$ cat config.mk
export PLATFORM = sky130hd
export DESIGN_NAME = matrix_result_drain
export DESIGN_NICKNAME = d
export VERILOG_FILES = /design/src/rtl/matrix_result_drain.sv
export SDC_FILE = /design/constraint.sdc
export NUM_CORES = 1
export LEC_CHECK = 0
export BUFFER_PORTS_ARGS = -buffer_cell sky130_fd_sc_hd__clkbuf_2
export CORE_MARGIN = 4
export CORE_UTILIZATION = 55
export DETAILED_ROUTE_END_ITERATION = 8
export PLACE_DENSITY = 0.81
export SYNTH_ARGS = -nofsm -noshare
export SYNTH_HDL_FRONTEND = slang
export SYNTH_SLANG_ARGS = --single-unit
$ cat constraint.sdc
create_clock -name clk -period 3.52 [get_ports clk]
set_clock_uncertainty 0.2 [all_clocks]
set_input_delay 0.704 -clock clk [delete_from_list [all_inputs] [get_ports clk]]
set_output_delay 0.704 -clock clk [all_outputs]
set_load 0.05 [all_outputs]
$ cat src/rtl/matrix_result_drain.sv
// matrix_result_drain: waits a fixed latency after start, snapshots matrix_mult's C
// and streams its N*N elements row-major over a valid/ready handshake.
module matrix_result_drain #(
    parameter int N       = 4,
    parameter int WIDTH   = 16,
    parameter int LATENCY = 6,
    localparam int OW     = 2*WIDTH,
    localparam int RW     = (N > 1) ? $clog2(N) : 1
) (
    input  logic              clk,
    input  logic              rst_n,
    input  logic              start,
    input  logic [N*N*OW-1:0] c_flat,
    output logic [OW-1:0]     out_data,
    output logic [RW-1:0]     out_row,
    output logic [RW-1:0]     out_col,
    output logic              out_valid,
    input  logic              out_ready,
    output logic              out_last,
    output logic              busy,
    output logic              done,
    output logic              start_drop
);
    localparam int NN = N*N;
    localparam int IW = $clog2(NN+1);
    localparam int AW = (NN > 1) ? $clog2(NN) : 1;
    localparam int CW = (LATENCY > 1) ? $clog2(LATENCY) : 1;
    localparam logic [IW-1:0] LAST_IDX = IW'(NN-1);
    localparam logic [RW-1:0] LAST_COL = RW'(N-1);
    localparam logic [CW-1:0] CNT_LOAD = CW'(LATENCY-1);

    typedef enum logic [1:0] {IDLE, WAIT, STREAM} state_t;

    state_t          state_q, state_d;
    logic [CW-1:0]   cnt_q, cnt_d;
    logic [IW-1:0]   idx_q, idx_d, nxt_idx;
    logic [OW-1:0]   buf_q [NN];
    logic [OW-1:0]   data_q, data_d;
    logic [RW-1:0]   row_q, row_d, col_q, col_d;
    logic            valid_q, valid_d, last_q, last_d;
    logic            done_q, done_d, drop_q, drop_d;
    logic            capture;

    always_comb begin
        state_d = state_q;
        cnt_d   = cnt_q;
        idx_d   = idx_q;
        data_d  = data_q;
        row_d   = row_q;
        col_d   = col_q;
        valid_d = valid_q;
        last_d  = last_q;
        done_d  = 1'b0;
        drop_d  = start && (state_q != IDLE);
        capture = 1'b0;
        nxt_idx = idx_q + 1'b1;
        case (state_q)
            IDLE: begin
                if (start) begin
                    state_d = WAIT;
                    cnt_d   = CNT_LOAD;
                end
            end
            WAIT: begin
                if (cnt_q == '0) begin
                    // Element 0 is presented straight from c_flat so it is visible the cycle after capture.
                    capture = 1'b1;
                    state_d = STREAM;
                    idx_d   = '0;
                    data_d  = c_flat[OW-1:0];
                    row_d   = '0;
                    col_d   = '0;
                    valid_d = 1'b1;
                    last_d  = (NN == 1);
                end else begin
                    cnt_d = cnt_q - 1'b1;
                end
            end
            STREAM: begin
                if (out_ready && last_q) begin
                    state_d = IDLE;
                    idx_d   = '0;
                    data_d  = '0;
                    row_d   = '0;
                    col_d   = '0;
                    valid_d = 1'b0;
                    last_d  = 1'b0;
                    done_d  = 1'b1;
                end else if (out_ready) begin
                    idx_d  = nxt_idx;
                    data_d = buf_q[nxt_idx[AW-1:0]];
                    col_d  = (col_q == LAST_COL) ? '0 : col_q + 1'b1;
                    row_d  = (col_q == LAST_COL) ? row_q + 1'b1 : row_q;
                    last_d = (nxt_idx == LAST_IDX);
                end
            end
            default: state_d = IDLE;
        endcase
    end

    always_ff @(posedge clk or negedge rst_n) begin
        if (!rst_n) begin
            state_q <= IDLE;
            cnt_q   <= '0;
            idx_q   <= '0;
            data_q  <= '0;
            row_q   <= '0;
            col_q   <= '0;
            valid_q <= 1'b0;
            last_q  <= 1'b0;
            done_q  <= 1'b0;
            drop_q  <= 1'b0;
        end else begin
            state_q <= state_d;
            cnt_q   <= cnt_d;
            idx_q   <= idx_d;
            data_q  <= data_d;
            row_q   <= row_d;
            col_q   <= col_d;
            valid_q <= valid_d;
            last_q  <= last_d;
            done_q  <= done_d;
            drop_q  <= drop_d;
        end
    end

    always_ff @(posedge clk or negedge rst_n) begin
        if (!rst_n) begin
            for (int k = 0; k < NN; k++) buf_q[k] <= '0;
        end else if (capture) begin
            for (int k = 0; k < NN; k++) buf_q[k] <= c_flat[k*OW +: OW];
        end
    end

    assign out_data   = data_q;
    assign out_row    = row_q;
    assign out_col    = col_q;
    assign out_valid  = valid_q;
    assign out_last   = last_q;
    assign busy       = (state_q != IDLE);
    assign done       = done_q;
    assign start_drop = drop_q;
endmodule
==> flow_summary.yaml <==
placement:
  hpwl_um: 62600
  pre_cts_slack_ps: 481
  io_buffer_count: 556
  gp_congestion: 0.943
grt:
  overflow: 0
  grt_pass1_wl_um: 131000
  track_usage_pct: 34.7
  grt_max_degree: 262
  grt_pass1_vias: 22400
  antenna_found_initial: 4
sta:
  max_freq_mhz: 324
  rsz0062_at_grt: "no"
  slew_viol_final: 0
  fin_setup_tns_ps: 0
  fin_crit_ps: 3090
  tightestPinTransition_ps: 1330
  slew_headroom_pct: 11.4
  hold_viol_final: 0
  setup_ws_ps: 430
  min_period_over_period_pct: 87.8
  setup_viol: 0
die:
  core-area_um2: 44500
  dieHeight_um: 221
  die-area_um2: 48800
  placementRows: 77
  die_w_um: 221
  io_pins: 557
  initial_core_util_pct: 56.1
layout:
  layout-drive-gt1-share_pct: 26.0
  nets: 3682
  synthToLayoutAreaGrowth_pct: 22.4
  diodes: 0
pwr:
  p_sw_share_pct: 38.8
  cellLeakagePower_uw: 0.0163
  vdd_ir_drop_max_mv: 0.629
  p_seq_share_pct: 38.3
  clkPwrFrac_pct: 22.6
  p_switching_uw: 11800
  p_comb_share_pct: 39.1
  pwr_density_cell_nw_per_um2: 999
  intPower_uw: 18700
synthesis:
  yosysTopAreaCell: "dfrtp_1"
  ys.flop_type: "dfrtp_1"
  ys_ff_latch: 562
  synth_edf_count: 0
  synth_area_leaders: "dfrtp_1, nand2_1, mux4_2"
  async_reset_ff_share_pct: 100
  synth_nets: 3192
  ys_seq_area_share_pct: 56.4
  synth_area_um2: 25000
  netlist.area_leader.share_pct: 56.4
  yosysMostFrequentCell: "nand2_1"
  syn_inst: 2671
  postSynthAreaPerCell_um2: 9.34
  synth_common_cells: "nand2_1, dfrtp_1, clkbuf_1"
  yosys_warnings: 0
  ys_types: 38
detailed_routing:
  wl_per_cell_um: 22.3
  drt-initial-drc-count: 2490
  post-route-drc-count: 0
  routed_wl_um: 84900
  firstDrtPassIters: 6
  routed_via_density: 5.66
  vias: 21500
  postRouteAntennaNets: 0
clocking:
  clk_pin_slew_worst_paths_ps: 70
  cts_resized: 0
  cts-hold-fix-buffers: 1
  worstSkewPairLatency_ps: 630
  clockBufferDepth: 3
  cts.sinks: 562
  cts_tree: "done"
  cts_setup_buffers: 0
  numCtsBuffers: 57
  htreeDepth: 2
  cts-root-buf: "clkbuf_16"
worst_setup_path:
  timing.setup.critical_path_class: "flip-flop to flip-flop"
  path_max_fanout: 43
  worst_ep_arrival_time_ps: 3390
  cp.required_ps: 3820
  crit_start: "idx_q[0]"
  r2r-start: "idx_q[0]"
  critPathCaptureType: "flip-flop"
  cp-start-kind: "flip-flop"
min_path:
  hp-class: "input port to flip-flop"
  hold_start: "c_flat[131]"
outcome:
  status: "finished clean"
job:
  max_cap_violations: 0
-- critical path, cell delays in order, from the launching register on --
cell,delay [ps]
dfrtp_4,490
ha_1,350
xor2_4,280
buf_12,310
mux4_2,550
a22oi_1,500
a32o_1,210
nand3_1,60
-- cell type report --
cell class                 instances  area (um^2)
clock buffer                      81         1680
multi-input combinational       1935        10300
clock inverter                    26          464
sequential                       562        14100
inverter                           8         30.0
tap                              592          741
timing repair buffer             597         3320
fill                            3429        14000
-- per-stage QoR --
| step | total power (uW) | area (um^2) | instances | util (%) | hold WS [ps] |
|---|---|---|---|---|---|
| final | 30500 | 30500 | 3801 | 68.6 | 61.7 |
| after global routing | 32300 | 30500 | 3801 | 68.6 | 61.5 |
| after CTS | 30500 | 30500 | 3801 | 68.6 | 42.1 |
| after detailed placement | 23500 | 28400 | 3693 | 63.8 | 257 |
| after global placement | 23000 | 28400 | 3693 | 63.8 | 252 |
| after floorplan | 19100 | 25000 | 2671 | - | 208 |
-- flip-flops by register name (all words and copies together), names as in the netlist --
register / flops
buf_q: 512
cnt_q: 3
done: 1
idx_q: 5
out_col: 2
out_data: 32
out_last: 1
out_row: 2
out_valid: 1
start_drop: 1
state_q: 2
-- metal layers --
metal / wire (um) / up-vias / GRT usage [%]
li1: - / 9535 / -
met1: 32800 / 10600 / 46.5
met2: 39800 / 1148 / 54.8
met3: 8140 / 206 / 8.97
met4: 4050 / 8 / 14.4
met5: 48 / - / 0
-- layout by cell type (no fill, tap or decap), drive strengths merged --
master	n
a21oi	4
a21o	1
xnor2	2
nand3	22
o31ai	1
a41oi	1
nand2	1667
a211o	2
bufinv	13
clkinv	10
clkbuf	636
nor4b	1
o2111ai	11
inv	9
nor2	8
buf	41
or2	1
o21ai	13
a22oi	21
a221o	1
a22o	2
a32oi	1
o31a	1
nand3b	2
and2	1
a211oi	1
xor2	1
a32o	19
ha	5
and3	1
or3	1
dfrtp	562
clkinvlp	2
nand4bb	1
nor3	2
mux2i	12
mux4	128
dlygate4sd3	1
nor4	1
-- power groups by stage --
stage	Clock [uW]	Combinational [uW]	Sequential, uW
global route	7230	13100	12000
finish	6910	11900	11700
detailed placement	0	11800	11700
floorplan	0	7490	11600
CTS	6940	12000	11600
global placement	0	11500	11500
-- final timing paths --
check	to	slack [ps]	cells after the start
setup / recovery	out_data[14]	430	7
max in group asynchronous	buf_q[246]	1640	3
hold / removal	buf_q[355]	60	3
setup reg to reg	out_data[14]	430	7
hold reg to reg	buf_q[180]	270	2
min in group asynchronous	buf_q[297]	470	2
-- cells by family (layout without fill, tap and decap cells) --
kind of cell / Yosys count / in the layout / share of synthesized area [%]
multiplexers: 140 / 140 / 12.0
AND/OR/NAND/NOR: 1708 / 1708 / 25.9
buffers and inverters: 174 / 712 / 2.79
flip-flops: 562 / 562 / 56.4
AO/OA/AOI/OAI: 79 / 79 / 2.50
adder cells (fa/ha/maj): 5 / 5 / 0.251
XOR/XNOR: 3 / 3 / 0.135
Power figures use the tool's default switching activity.
